<file path="src/rtl/tqv_bus_master.sv">
// tqv_bus_master: turns single command/response transactions into
// strobe-based peripheral bus accesses, with a bounded wait for the
// peripheral and an error response for illegal access sizes.
module tqv_bus_master #(
  parameter int TIMEOUT = 255
) (
  input  logic        clk,
  input  logic        reset,
  input  logic        cmd_valid,
  output logic        cmd_ready,
  input  logic        cmd_write,
  input  logic [1:0]  cmd_size,
  input  logic [5:0]  cmd_addr,
  input  logic [31:0] cmd_wdata,
  output logic [5:0]  address,
  output logic [31:0] data_in,
  output logic [1:0]  data_write_n,
  output logic [1:0]  data_read_n,
  input  logic [31:0] data_out,
  input  logic        data_ready,
  output logic        rsp_valid,
  input  logic        rsp_ready,
  output logic [31:0] rsp_data,
  output logic [1:0]  rsp_err
);

  typedef enum logic [1:0] {
    IDLE = 2'd0,
    BUS  = 2'd1,
    RESP = 2'd2,
    ERR  = 2'd3
  } state_t;

  localparam logic [1:0] STROBE_IDLE = 2'b11;
  localparam logic [1:0] SIZE_ILLEGAL = 2'b11;
  localparam logic [1:0] ERR_OK = 2'b00;
  localparam logic [1:0] ERR_TIMEOUT = 2'b01;
  localparam logic [1:0] ERR_SIZE = 2'b10;
  localparam logic [7:0] LAST_WAIT = 8'(TIMEOUT - 1);

  state_t      state;
  logic        reg_write;
  logic [1:0]  reg_size;
  logic [7:0]  wait_cnt;

  // Keeps only the bytes belonging to the access size; reads are zero-extended.
  function automatic logic [31:0] size_mask(input logic [1:0] size, input logic [31:0] d);
    logic [31:0] r;
    case (size)
      2'b00:   r = {24'd0, d[7:0]};
      2'b01:   r = {16'd0, d[15:0]};
      default: r = d;
    endcase
    return r;
  endfunction

  // Single FSM; every output is a register so reset clears the bus strobes at once.
  always_ff @(posedge clk or posedge reset) begin
    if (reset) begin
      state        <= IDLE;
      cmd_ready    <= 1'b1;
      reg_write    <= 1'b0;
      reg_size     <= 2'b00;
      wait_cnt     <= 8'd0;
      address      <= 6'd0;
      data_in      <= 32'd0;
      data_write_n <= STROBE_IDLE;
      data_read_n  <= STROBE_IDLE;
      rsp_valid    <= 1'b0;
      rsp_data     <= 32'd0;
      rsp_err      <= ERR_OK;
    end else begin
      case (state)
        IDLE: begin
          if (cmd_valid && cmd_ready) begin
            cmd_ready <= 1'b0;
            if (cmd_size == SIZE_ILLEGAL) begin
              state <= ERR;
            end else begin
              state        <= BUS;
              reg_write    <= cmd_write;
              reg_size     <= cmd_size;
              wait_cnt     <= 8'd0;
              address      <= cmd_addr;
              data_in      <= cmd_wdata;
              data_write_n <= cmd_write ? cmd_size : STROBE_IDLE;
              data_read_n  <= cmd_write ? STROBE_IDLE : cmd_size;
            end
          end
        end

        BUS: begin
          if (data_ready || (wait_cnt == LAST_WAIT)) begin
            state        <= RESP;
            rsp_valid    <= 1'b1;
            address      <= 6'd0;
            data_in      <= 32'd0;
            data_write_n <= STROBE_IDLE;
            data_read_n  <= STROBE_IDLE;
            if (data_ready) begin
              rsp_err  <= ERR_OK;
              rsp_data <= reg_write ? 32'd0 : size_mask(reg_size, data_out);
            end else begin
              rsp_err  <= ERR_TIMEOUT;
              rsp_data <= 32'd0;
            end
          end else begin
            wait_cnt <= wait_cnt + 8'd1;
          end
        end

        ERR: begin
          state     <= RESP;
          rsp_valid <= 1'b1;
          rsp_err   <= ERR_SIZE;
          rsp_data  <= 32'd0;
        end

        RESP: begin
          if (rsp_ready) begin
            state     <= IDLE;
            cmd_ready <= 1'b1;
            rsp_valid <= 1'b0;
            rsp_data  <= 32'd0;
            rsp_err   <= ERR_OK;
            wait_cnt  <= 8'd0;
          end
        end

        default: begin
          state     <= IDLE;
          cmd_ready <= 1'b1;
        end
      endcase
    end
  end

endmodule

</file>
<file path="config.mk">
export PLATFORM = sky130hd
export DESIGN_NAME = tqv_bus_master
export DESIGN_NICKNAME = d
export VERILOG_FILES = /design/src/rtl/tqv_bus_master.sv
export SDC_FILE = /design/constraint.sdc
export NUM_CORES = 1
export LEC_CHECK = 0
export BUFFER_PORTS_ARGS = -buffer_cell sky130_fd_sc_hd__buf_2
export CAP_MARGIN = 40
export CORE_UTILIZATION = 52
export CTS_BUF_LIST = sky130_fd_sc_hd__clkbuf_4 sky130_fd_sc_hd__clkbuf_8 sky130_fd_sc_hd__clkbuf_16
export CTS_CLUSTER_SIZE = 24
export DETAILED_ROUTE_END_ITERATION = 10
export GPL_TIMING_DRIVEN = 0
export PLACE_DENSITY = 0.86
export SLEW_MARGIN = 20
export SYNTH_ARGS = -nofsm -noshare
export SYNTH_HDL_FRONTEND = slang
export SYNTH_SLANG_ARGS = --single-unit
</file>
<file path="constraint.sdc">
create_clock -name clk -period 6.6 [get_ports clk]
set_input_delay 0 -clock clk [delete_from_list [all_inputs] [get_ports clk]]
set_output_delay 0 -clock clk [all_outputs]
set_load 0.1 [all_outputs]
</file>
### Word-level counts from Yosys, hierarchy flattened

Index checks and enable logic that the tools add are counted.

| storage, ports and cells | value |
|---|---|
| latch bits | 0 |
| logic and storage cells | 81 |
| bits in registers | 91 |
| memory bits (writable) | 0 |
| ROM bits | 0 |
| input bits | 78 |
| memories kept | 0 |

| cells by class | value |
|---|---|
| shift-type cells | 0 |
| muxes and demuxes | 42 |
| bitwise gates (word level) | 1 |
| $mul | 0 |
| divide/modulo/power cells | 0 |
| $lt $le $gt $ge | 0 |
| equality and inequality tests | 11 |
| reduce and logical (&&, ||, !) cells | 14 |
| add/subtract/negate cells | 1 |

Operators by type and width:

| cell | count |
|---|---|
| 32-bit two-way mux | 7 |
| 32-bit one-hot mux with 2 select lines | 2 |
| 32-bit one-hot mux with 3 select lines | 1 |
| 8-bit two-way mux | 4 |
| 2-bit two-way mux | 12 |
| 8-bit one-hot mux with 3 select lines | 1 |
| 6-bit two-way mux | 3 |
| 6-bit one-hot mux with 2 select lines | 1 |
| 3-bit AND reduction | 4 |
| 2-bit inequality test (second input constant) | 5 |
| 8-bit by 1-bit adder with 8-bit output (second input constant) | 1 |
| 8-bit equality test (second input constant) | 1 |
| 2-bit one-hot mux with 2 select lines | 2 |
| 2-bit one-hot mux with 4 select lines | 1 |
| 2-bit equality test (second input constant) | 3 |
| 2-bit one-hot mux with 3 select lines | 1 |
| 3-bit nonzero test | 2 |
| 1-bit two-way mux | 5 |
| 5-bit AND reduction | 1 |
| 2-bit by 1-bit equality test with 1-bit output (second input constant) | 2 |
| 2-bit zero test | 2 |
| 4-bit AND reduction | 1 |
| 2-bit nonzero test | 2 |
| 1-bit one-hot mux with 3 select lines | 1 |
| 4 further kinds | 4 |

### Depth between registers and ports, before layout

Gate-level depths: netlist of the first run.

| depth | value |
|---|---|
| depth after elaboration | 6 |
| mapped depth | 7 |
| gate-level depth less buffers | 6 |

### Least setup slack after synthesis of the first run

Ideal clock, no wire load.

| timing path | value |
|---|---|
| kind | register to register |
| from | reg cmd_ready |
| to | reg data_read_n[1] |
| slack | 4.559 ns |
| data arrival time | 1.956 ns |
| path buffers | 1 |
| stages on the path, launching flop included | 5 |
| library setup time | 0.085 ns |
| cell sequence | dfstp_2 a31oi_1 a211oi_4 buf_6 mux2_1 |

| between the ends | value |
|---|---|
| word-level cells in the longest chain between the ends | 3 |

RTL lines:

| item | RTL line | source |
|---|---|---|
| start: declaration | 10 | `output logic cmd_ready,` |
| start signal: assignment | 61 | `cmd_ready <= 1'b1;` |
| start signal: assignment | 76 | `cmd_ready <= 1'b0;` |
| start signal: assignment | 122 | `cmd_ready <= 1'b1;` |
| 1-bit logical AND | 75 | `if (cmd_valid && cmd_ready) begin` |
| 2-bit inequality test (no line) | -- |  |
| 4-bit AND reduction (no line) | -- |  |
| end signal: assignment | 87 | `data_read_n <= cmd_write ? STROBE_IDLE : cmd_size;` |
| end: declaration | 18 | `output logic [1:0] data_read_n,` |

Every way passes these cells.
A chain may end at the register's enable or synchronous reset.

### Worst setup path in the final report of the first run

| timing path | value |
|---|---|
| from | reg state[0] |
| to | reg rsp_data[21] |

| between the ends | value |
|---|---|
| word-level cells in the longest chain between the ends | 3 |
| elaborated cells on any way between the ends | 8 |
| classes of those cells | eq/ne (5); mux (1); reduce/logical (2) |

RTL lines:

| item | RTL line | source |
|---|---|---|
| start: declaration | 41 | `state_t state;` |
| start signal: assignment | 60 | `state <= IDLE;` |
| start signal: assignment | 78 | `state <= ERR;` |
| start signal: assignment | 80 | `state <= BUS;` |
| 2-bit by 1-bit equality test with 1-bit output / 2-bit equality test (equally long branches) | 73 | `case (state)` |
| 2-bit inequality test (no line) / 3-bit nonzero test (equally long branches) | -- |  |
| 3-bit AND reduction (no line) | -- |  |
| end signal: assignment | 102 | `rsp_data <= reg_write ? 32'd0 : size_mask(reg_size, data_out);` |
| end: declaration | 23 | `output logic [31:0] rsp_data,` |

Several ways; a longest one is shown, not always the timed one.

==> results of run 1 <==
-- stage by stage --
step	worst slack, ps	std cells	utilization [%]	hold slack (ps)	area (µm²)
6_report	4440	695	80.0	168	5800
5_1_grt	4280	695	80.0	186	5800
4_1_cts	4510	695	80.0	166	5800
3_5_place_dp	4510	602	66.4	85.3	4820
3_3_place_gp	3310	601	66.0	217	4790
2_1_floorplan	4240	347	-	102	3890
-- path summary, 6_finish.rpt --
kind | to | slack (ps) | depth (start not counted)
setup / recovery | rsp_data[21] | 4440 | 7
hold / removal | state[1] | 170 | 4
setup reg to reg | rsp_data[21] | 4440 | 7
hold reg to reg | rsp_data[3] | 510 | 1
max in group asynchronous | data_read_n[0] | 5650 | 4
min in group asynchronous | rsp_data[13] | 270 | 3
-- final cells by class --
class / count / area (µm²) / area share, %
Sequential cell: 91 / 2280 / 39.4
Timing Repair Buffer: 233 / 1570 / 27.1
Multi-Input combinational cell: 191 / 1340 / 23.0
Inverter: 48 / 183 / 3.15
Clock buffer: 11 / 151 / 2.61
Tap cell: 99 / 124 / 2.14
Buffer: 17 / 88.8 / 1.53
Clock inverter: 5 / 60.1 / 1.04
-- cell usage after synthesis --
cell type                  count  share of area, %
sky130_fd_sc_hd__o21a_1        1              0.19
sky130_fd_sc_hd__o22a_1        2              0.45
sky130_fd_sc_hd__inv_1        48               4.6
sky130_fd_sc_hd__nand3_1       3              0.39
sky130_fd_sc_hd__nor2b_1       1              0.16
sky130_fd_sc_hd__o22ai_1       1              0.16
sky130_fd_sc_hd__o21ai_1       1              0.13
sky130_fd_sc_hd__mux2_1        2              0.58
sky130_fd_sc_hd__nand2_1      52               5.0
sky130_fd_sc_hd__a211oi_4      1              0.51
sky130_fd_sc_hd__nor3b_2       1              0.32
sky130_fd_sc_hd__o31ai_1       1              0.19
sky130_fd_sc_hd__mux2_2        3              0.87
sky130_fd_sc_hd__a22o_1       32               7.2
sky130_fd_sc_hd__o21ai_0       9               1.2
sky130_fd_sc_hd__buf_2         1              0.13
sky130_fd_sc_hd__a31oi_1       2              0.32
sky130_fd_sc_hd__buf_4         4              0.77
sky130_fd_sc_hd__nand2b_1      3              0.48
sky130_fd_sc_hd__a21o_1        3              0.58
sky130_fd_sc_hd__o211ai_1      1              0.19
sky130_fd_sc_hd__and2_1        2              0.32
sky130_fd_sc_hd__a21bo_2       1              0.26
sky130_fd_sc_hd__nor2_1        8              0.77
sky130_fd_sc_hd__ha_1          2              0.64
sky130_fd_sc_hd__or4_1         1              0.19
sky130_fd_sc_hd__clkbuf_2      1              0.13
sky130_fd_sc_hd__dfstp_2       5               3.4
sky130_fd_sc_hd__buf_6         1              0.29
sky130_fd_sc_hd__o221ai_1      3              0.68
sky130_fd_sc_hd__or3_1         7               1.1
sky130_fd_sc_hd__clkbuf_1     10              0.97
sky130_fd_sc_hd__nand4_1       1              0.16
sky130_fd_sc_hd__a21oi_1       6              0.77
sky130_fd_sc_hd__o21ba_1       1              0.26
sky130_fd_sc_hd__o311ai_0      1              0.23
sky130_fd_sc_hd__dfrtp_1      86                55
sky130_fd_sc_hd__mux2i_1      39                10
-- metal layers --
layer	global-route usage [%]	vias to the layer above	wire [µm]
met5	0	-	0
met4	13.8	0	367
li1	-	1658	-
met3	7.37	32	759
met1	35.5	1763	4630
met2	52.4	179	5730
-- cell usage in the layout (no fill, tap or decap), types with 2 or more instances in the layout --
master / Yosys / final
sky130_fd_sc_hd__a21oi_1: 6 / 6
sky130_fd_sc_hd__nand2_1: 52 / 52
sky130_fd_sc_hd__dfstp_2: 5 / 5
sky130_fd_sc_hd__clkbuf_8: 0 / 11
sky130_fd_sc_hd__or3_1: 7 / 7
sky130_fd_sc_hd__mux2_1: 2 / 2
sky130_fd_sc_hd__o221ai_1: 3 / 3
sky130_fd_sc_hd__ha_1: 2 / 2
sky130_fd_sc_hd__mux2_2: 3 / 3
sky130_fd_sc_hd__a21o_1: 3 / 3
sky130_fd_sc_hd__clkbuf_1: 10 / 10
sky130_fd_sc_hd__nor2_1: 8 / 8
sky130_fd_sc_hd__o22a_1: 2 / 2
sky130_fd_sc_hd__o21ai_0: 9 / 9
sky130_fd_sc_hd__dfrtp_1: 86 / 86
sky130_fd_sc_hd__a31oi_1: 2 / 2
sky130_fd_sc_hd__mux2i_1: 39 / 39
sky130_fd_sc_hd__buf_4: 4 / 4
sky130_fd_sc_hd__buf_2: 1 / 156
sky130_fd_sc_hd__dlygate4sd3_1: 0 / 77
sky130_fd_sc_hd__nand2b_1: 3 / 3
sky130_fd_sc_hd__nand3_1: 3 / 3
sky130_fd_sc_hd__and2_1: 2 / 2
sky130_fd_sc_hd__a22o_1: 32 / 32
sky130_fd_sc_hd__inv_1: 48 / 47
-- flip-flops by register name, indices dropped and copies added (netlist names) --
register      count
reg_write         1
rsp_valid         1
state             2
rsp_err           2
data_in          32
wait_cnt          8
data_write_n      2
cmd_ready         1
address           6
data_read_n       2
reg_size          2
rsp_data         32
-- logic make-up (layout without fill, tap and decap cells) --
logic type      after synthesis  in the layout  share of synthesized area, %
buf+inv                      65            314                          6.92
simple gates                 79             79                          8.94
compound gates               66             66                          13.3
flops                        91             91                          58.7
mux                          44             44                          11.5
fa+ha+maj                     2              2                         0.643
-- tightest hold or removal path: stages --
cell                       delay [ps]
sky130_fd_sc_hd__buf_2            120
sky130_fd_sc_hd__nand2_1           80
sky130_fd_sc_hd__o311ai_0         120
sky130_fd_sc_hd__and2_1           170
==> impl_metrics.ini, run 1 <==
[critical_path]
worst_setup_path_start_kind = flop
worst_stage_delay_on_the_critical_path_ps = 600
cp_data_arrival_time_ps = 2460
critical-path-top-delay-family = simple AND/OR/NAND/NOR gates
critical_path.slowest_cell = sky130_fd_sc_hd__nor3b_2
worstPathMaxFanout = 10
reg2reg_from = state[0]
crit_required_ps = 6900
crit_path_cell_trace = buf_4 -> nand2b_1 -> nor3b_2 -> and2_1 -> clkbuf_2 -> buf_2 -> a22o_1
crit_path_end_kind = flop
critical_path.n_buffers_inverters = 3
setup.worst_path.start = state[0]
timing_worst_setup_path_type = flop to flop

[floorplan]
die_width_um = 88.5
io_pins = 156
core-area_um2 = 7250
total_die_area_um2 = 7830
initial_utilization_pct = 53.6
row_count = 31
die-height_um = 88.5

[placed_design]
place.gp.congestion = 0.772
buffer_ports.inserted = 155
dpl.hpwl_um = 6480

[grt]
first_global_vias = 3726
antenna_found_initial = 0
globalRouteOverflowTotal = 0
grt_pass1_wl_um = 17600
grt_max_degree = 50
globalRouteTotalUtil_pct = 30.2

[drt]
final_antenna_net_count = 0
post-route-drc-count = 0
finalWirelength_um = 11500
via_per_inst = 5.23
detail_route.wl_per_cell_um = 16.5
drt_first_pass_iters = 4
routed-via-count = 3632
initialDrtViolationCount = 141

[yosys]
synthesis.yosys.warnings = 0
mappedNetlistArea_um2 = 3890
synth_fp_nets = 427
postSynthCellCount = 347
syn_area_per_cell_um2 = 11.2
synth_cell_type_count = 38
ys_ff_latch = 91
synth.yosys.seq_area_share_pct = 58.7

[cells_and_area]
diodes = 0
layout-drive-gt1-share_pct = 32.0
syn2layout_area_growth_pct = 49.2
layout_fillers = 436
design.final.nets = 671

[clock_tree]
cts_setup_buffers = 0
postCtsHoldBufs = 77
cts.htree.levels = 3
tritoncts_clock_tree = built
clock_sinks = 91
cts_made_buffers = 9
clock_path_buffers = 2
clock_insertion_delay_worst_skew_ps = 360
clock_tree.root_cell = sky130_fd_sc_hd__clkbuf_8
worst_setup_hold_path_clk_slew_ps = 90
cts_resized = 0

[sta]
achievable-frequency_mhz = 463
min_period_ps = 2160
setup_viol_count_final = 0
max-slew-margin-rel_pct = 54.0
max_slew.worst_pin.slew_ps = 687
fin_setup_tns_ps = 0
hold_violations = 0
clock-skew-final_ps = 13.0
timing.final.crit_share_pct = 32.7
grt_setup_unrepaired = no
slew_violations = 0

[hold_path]
min_from = cmd_valid
hold_path_class = input pin to flop

[flow_run]
drv.max_cap_violation_count = 0

[run_status]
outcome = finished, final reports clean
Power of run 1 is not shown: default switching activity piles up to over one toggle a cycle in this logic, so the estimate is an artifact.
==> run 2: changes to the inputs <==
--- a/config.mk
+++ b/config.mk
@@ -5,14 +5,15 @@
 export SDC_FILE = /design/constraint.sdc
 export NUM_CORES = 1
 export LEC_CHECK = 0
+export ABC_AREA = 1
 export BUFFER_PORTS_ARGS = -buffer_cell sky130_fd_sc_hd__buf_2
 export CAP_MARGIN = 40
-export CORE_UTILIZATION = 52
+export CORE_UTILIZATION = 49
 export CTS_BUF_LIST = sky130_fd_sc_hd__clkbuf_4 sky130_fd_sc_hd__clkbuf_8 sky130_fd_sc_hd__clkbuf_16
 export CTS_CLUSTER_SIZE = 24
 export DETAILED_ROUTE_END_ITERATION = 10
 export GPL_TIMING_DRIVEN = 0
-export PLACE_DENSITY = 0.86
+export PLACE_DENSITY = 0.8
 export SLEW_MARGIN = 20
 export SYNTH_ARGS = -nofsm -noshare
 export SYNTH_HDL_FRONTEND = slang
==> constraint.sdc (replaced) <==
create_clock -name clk -period 2.2 [get_ports clk]
set_input_delay 0 -clock clk [delete_from_list [all_inputs] [get_ports clk]]
set_output_delay 0 -clock clk [all_outputs]
set_load 0.1 [all_outputs]
==> run 2 against run 1 <==
  * Global-route usage decreased by 2.5 points
  * First-iteration DRC count unchanged
  * Final area increased by 5.5%
  * Utilization decreased by 5.9 points
  * Critical path depth increased by 3
  * Setup slack got worse by 3900 ps
  * Cell count increased by 22%
  * Synthesized area increased by 8.2%
  * Die area increased by 14%
  * Count of clock-buffer cells in the layout unchanged
  * Routed wire length increased by 3.1%
  * Register-to-register slack got worse by 3900 ps
  * Highest routed layer unchanged
==> impl_metrics.ini, run 2 <==
[critical_path]
worst_stage_delay_on_the_critical_path_ps = 420
crit_path_end_kind = flop
cp_data_arrival_time_ps = 1920
worstPathMaxFanout = 10
worst_setup_path_start_kind = flop
crit_required_ps = 2440
worstRegToRegCells = 10
timing_worst_setup_path_type = flop to flop
rrSetupSlack_ps = 520
crit-reg2reg-capture = data_in[18]
reg2reg_from = wait_cnt[0]
critical_path.slowest_cell = sky130_fd_sc_hd__dfrtp_1
crit_path_cell_trace = inv_1 -> ha_1 -> nand2_1 -> nor2_1 -> nand2_2 -> nand3_2 -> nand2_4 -> buf_6 -> nand2_1 -> nand2_1
cp_common_cell = sky130_fd_sc_hd__nand2_1

[grt]
globalRouteOverflowTotal = 0
first_global_vias = 4279
grt_pass1_wl_um = 19100
globalRouteTotalUtil_pct = 27.7
grt_max_degree = 35
antenna_found_initial = 0

[drt]
detail_route.wl_per_cell_um = 14.0
finalWirelength_um = 11800
via_per_inst = 5.03
initialDrtViolationCount = 141
final_antenna_net_count = 0
routed-via-count = 4269
drt_first_pass_iters = 5
post-route-drc-count = 0

[sta]
hold_violations = 0
setup_viol_count_final = 0
grt_setup_unrepaired = no
min_period_ps = 1680
max_slew.worst_pin.slew_ps = 664
max-slew-margin-rel_pct = 55.6
slew_violations = 0
clock-skew-final_ps = 14.4
achievable-frequency_mhz = 595
timing.final.crit_share_pct = 76.4
fin_setup_tns_ps = 0

[clock_tree]
cts.htree.levels = 3
worst_setup_hold_path_clk_slew_ps = 90
cts_setup_buffers = 0
tritoncts_clock_tree = built
cts_made_buffers = 9
clock_sinks = 91
clock_insertion_delay_worst_skew_ps = 360
clock_path_buffers = 2
cts_resized = 0
clock_tree.root_cell = sky130_fd_sc_hd__clkbuf_8

[yosys]
most_used_flip_flop_cell_after_synthesis = sky130_fd_sc_hd__dfrtp_1
mappedNetlistArea_um2 = 4210
synth_largest_type_area_fraction_pct = 51.2
netlist_top_cells_count = sky130_fd_sc_hd__nand2_1, sky130_fd_sc_hd__dfrtp_1, sky130_fd_sc_hd__nand3b_1, sky130_fd_sc_hd__o21ai_1, sky130_fd_sc_hd__inv_1
synthesis.yosys.warnings = 0
synth_top_area_cell = sky130_fd_sc_hd__dfrtp_1
synth_cell_type_count = 25
synthTopCellsByArea = sky130_fd_sc_hd__dfrtp_1, sky130_fd_sc_hd__nand2_1, sky130_fd_sc_hd__nand3b_1, sky130_fd_sc_hd__o21ai_1, sky130_fd_sc_hd__dfstp_2
synth-async-reset-ratio_pct = 100
synth_fp_nets = 576
postSynthCellCount = 496
syn_area_per_cell_um2 = 8.48
ys_ff_latch = 91
yosysMostFrequentCell = sky130_fd_sc_hd__nand2_1
synth.yosys.seq_area_share_pct = 54.3
synth_enable_flop_cells = 0

[placed_design]
dpl.hpwl_um = 7520
place.gp.congestion = 0.816
buffer_ports.inserted = 155

[floorplan]
die-height_um = 94.7
die_width_um = 94.7
row_count = 33
initial_utilization_pct = 50.9
io_pins = 156
total_die_area_um2 = 8960
core-area_um2 = 8260

[cells_and_area]
biggestRegsByFlops = data_in (32), rsp_data (32), wait_cnt (8)
layout_common_cells = sky130_fd_sc_hd__nand2_1, sky130_fd_sc_hd__buf_2, sky130_fd_sc_hd__dfrtp_1, sky130_fd_sc_hd__dlygate4sd3_1, sky130_fd_sc_hd__nand3b_1
layout-drive-gt1-share_pct = 28.9
design.final.nets = 819
layout_fillers = 568
layout.cells.most_common = sky130_fd_sc_hd__nand2_1
diodes = 0
syn2layout_area_growth_pct = 45.5

[flow_run]
drv.max_cap_violation_count = 0

[hold_path]
hold_path_class = input pin to flop
worstHoldEndpoint = address[4]
min_delay_path_depth = 4
min_from = cmd_addr[4]

[run_status]
outcome = finished, final reports clean
==> run 2: cell types whose count changed in the layout (fill, tap and decap cells not counted), sizes merged, moves of 5 or more <==
| cell | previous run | this run |
|---|---|---|
| nand2 | 52 | 245 |
| nand3 | 3 | 13 |
| mux2 | 5 | 0 |
| a22o | 32 | 1 |
| clkbuf | 22 | 16 |
| mux2i | 39 | 0 |
| nand3b | 0 | 40 |
| o21ai | 10 | 38 |
| or3 | 7 | 0 |
| a21oi | 6 | 0 |
| nor2 | 8 | 18 |
| buf | 162 | 176 |
| inv | 49 | 20 |
==> run 2: per-stage QoR <==
| step | utilization [%] | hold WS [ps] | cells | instance area [µm²] | worst slack, ps |
|---|---|---|---|---|---|
| 2_1_floorplan | - | 147 | 496 | 4210 | 441 |
| 3_3_place_gp | 62.0 | 254 | 756 | 5120 | 546 |
| 3_5_place_dp | 62.5 | 132 | 758 | 5160 | 579 |
| 4_1_cts | 74.1 | 0.245 | 849 | 6120 | 552 |
| 5_1_grt | 74.1 | 29.6 | 849 | 6120 | 379 |
| 6_report | 74.1 | 1.64 | 849 | 6120 | 520 |
==> run 2: area by class of cell <==
type                            instances  area (µm²)  share of cell area [%]
Sequential cell                        91        2280                    37.3
Inverter                               20        78.8                    1.29
Timing Repair Buffer                  232        1570                    25.6
Buffer                                 24         171                    2.80
Tap cell                              105         131                    2.15
Multi-Input combinational cell        361        1680                    27.4
Clock inverter                          5        60.1                   0.981
Clock buffer                           11         151                    2.47
==> run 2: worst max-delay path: cells and delay by family, from the launching register on <==
kind	cells	cell delay (ps)
simple gates	7	770
buf+inv	2	250
flops	1	420
fa+ha+maj	1	140
==> run 2: timing repair <==
item | CTS | global route
hold buffers | 75 | 0
endpoints found under the hold margin | 99 | 0
setup endpoints to repair | 0 | 0
==> run 2: layer usage <==
| layer | up-vias | routed length (µm) | GRT usage (%) |
|---|---|---|---|
| li1 | 2046 | - | - |
| met1 | 2004 | 4700 | 33.1 |
| met2 | 158 | 6030 | 47.0 |
| met3 | 61 | 486 | 4.19 |
| met4 | 0 | 630 | 17.0 |
| met5 | - | 0 | 0 |
==> run 2: logic make-up (layout without fill, tap and decap cells) <==
group / Yosys count / count (layout) / synth area share, %
and+or+nand+nor: 317 / 317 / 33.6
AOI/OAI and AO/OA: 39 / 39 / 5.09
xor gates and xnor gates: 3 / 3 / 0.625
DFF: 91 / 91 / 54.3
adders and majority gates: 2 / 2 / 0.595
buffers and inverters: 44 / 292 / 5.86
==> run 2: worst max-delay path by stage <==
stage                            from           to  slack (ps)
final                     wait_cnt[0]  data_in[18]         520
after global routing      wait_cnt[0]  data_in[18]         380
after CTS                 wait_cnt[0]  rsp_data[9]         550
after detailed placement  wait_cnt[0]   address[4]         580
after global placement          reset     state[1]         550
after floorplan             cmd_ready   address[0]         440
Power of run 2 is left out for the same reason.
==> run 3: changes to the inputs <==
==> constraint.sdc (replaced) <==
create_clock -name clk -period 1.8 [get_ports clk]
set_input_delay 0 -clock clk [delete_from_list [all_inputs] [get_ports clk]]
set_output_delay 0 -clock clk [all_outputs]
set_load 0.1 [all_outputs]
==> run 3 against run 2 <==
  * The run now ends with negative hold slack left
  * Count of clock-buffer cells in the layout unchanged
  * Fmax up 0.57%
  * Sequential share of layout area fell by 0.053 points
  * Critical path depth is 1 higher
  * Via count about the same
  * Utilization rose by 0.11 points
  * Critical path type unchanged
  * Largest cell class unchanged
==> impl_metrics.ini, run 3 (same netlist as run 2, synthesis figures left out) <==
[run_status]
outcome = finished with violations
violated_checks = negative hold slack

[critical_path]
worstRegToRegCells = 11
cp_data_arrival_time_ps = 1900
crit_required_ps = 2030
worstPathMaxFanout = 10
worst_setup_path_start_kind = flop
crit_path_end_kind = flop
crit-reg2reg-capture = rsp_data[2]
timing_worst_setup_path_type = flop to flop
rrSetupSlack_ps = 130
reg2reg_from = wait_cnt[0]

[sta]
fin_ws_ps = 129
achievable-frequency_mhz = 599
slew_violations = 0
clock-skew-final_ps = 12.8
setup_viol_count_final = 0
min_period_ps = 1670
hold_violations = 1
grt_setup_unrepaired = no
hold-worst-slack_ps = -0.334
max_slew.worst_pin.slew_ps = 665
timing.final.crit_share_pct = 92.8
fin_setup_tns_ps = 0
max-slew-margin-rel_pct = 55.6

[floorplan]
initial_utilization_pct = 50.9
row_count = 33
total_die_area_um2 = 8960
die-height_um = 94.7
io_pins = 156
core-area_um2 = 8260
die_width_um = 94.7

[grt]
grt_pass1_wl_um = 19100
grt_max_degree = 35
antenna_found_initial = 0
first_global_vias = 4279
globalRouteOverflowTotal = 0
globalRouteTotalUtil_pct = 27.7

[drt]
drt_first_pass_iters = 4
routed-via-count = 4271
detail_route.wl_per_cell_um = 13.9
via_per_inst = 5.03
finalWirelength_um = 11800
final_antenna_net_count = 0
initialDrtViolationCount = 158
post-route-drc-count = 0

[placed_design]
buffer_ports.inserted = 155
dpl.hpwl_um = 7520
dp_slack_ps = 179
place.gp.congestion = 0.816
placed_cells = 758

[hold_path]
worstHoldEndpoint = address[4]
min_from = cmd_addr[4]
min_delay_path_depth = 4
hold_path_class = input pin to flop

[cells_and_area]
design.final.nets = 819
layout.cells.non_filler = 849
layout-drive-gt1-share_pct = 29.0
layout_common_cells = sky130_fd_sc_hd__nand2_1, sky130_fd_sc_hd__buf_2, sky130_fd_sc_hd__dfrtp_1, sky130_fd_sc_hd__dlygate4sd3_1, sky130_fd_sc_hd__nand3b_1
layout.cells.most_common = sky130_fd_sc_hd__nand2_1
diodes = 0
biggestRegsByFlops = data_in (32), rsp_data (32), wait_cnt (8)
syn2layout_area_growth_pct = 45.7

[clock_tree]
clock_tree.root_cell = sky130_fd_sc_hd__clkbuf_8
worst_setup_hold_path_clk_slew_ps = 100
tritoncts_clock_tree = built
cts.htree.levels = 3
clock_insertion_delay_worst_skew_ps = 360
clock_path_buffers = 2
cts_made_buffers = 9
clock_sinks = 91

[flow_run]
drv.max_cap_violation_count = 0
[run 3: timing repair]
item,CTS,global route
endpoints found under the setup margin,0,5
resized for setup,0,3
hold endpoints to repair,99,0
setup buffers,0,0
hold buffers,75,0
[run 3: worst max path at each step]
stage               slack [ps]            to         from
global route                 4  rsp_data[22]  wait_cnt[0]
floorplan                   40    address[0]    cmd_ready
detailed placement         180    address[4]  wait_cnt[0]
CTS                        150   rsp_data[9]  wait_cnt[0]
global placement           150      state[1]        reset
finish                     130   rsp_data[2]  wait_cnt[0]
[run 3: per-layer routing]
metal  GRT usage [%]  share of wire (%)  vias to the layer above
met5               0                  0                        -
met4            17.0                5.4                        0
met3            4.19                4.2                       63
met2            47.0                 51                      165
met1            33.1                 39                     2001
li1                -                  -                     2042
[run 3: layout make-up]
class	instances	area (µm²)
buffer	24	173
sequential	91	2280
fill	568	2130
inverter	20	78.8
multi-input combinational	361	1680
clock inverter	5	60.1
tap	105	131
timing repair buffer	232	1570
clock buffer	11	151
[run 3: metrics by stage]
stage	instance area, µm²	utilization (%)
floorplan	4210	-
global placement	5120	62.0
detailed placement	5160	62.5
CTS	6120	74.1
global route	6130	74.2
finish	6130	74.2
[run 3: worst max-delay path, stage by stage (launching register included)]
cell	delay, ps
sky130_fd_sc_hd__dfrtp_1	420
sky130_fd_sc_hd__inv_1	90
sky130_fd_sc_hd__ha_1	140
sky130_fd_sc_hd__nand2_1	50
sky130_fd_sc_hd__nor2_1	120
sky130_fd_sc_hd__nand2_2	120
sky130_fd_sc_hd__nand2_4	90
sky130_fd_sc_hd__nand2_4	60
sky130_fd_sc_hd__buf_6	150
sky130_fd_sc_hd__buf_6	140
sky130_fd_sc_hd__nand2_1	80
sky130_fd_sc_hd__o21ai_1	90
Power of run 3 is left out for the same reason.
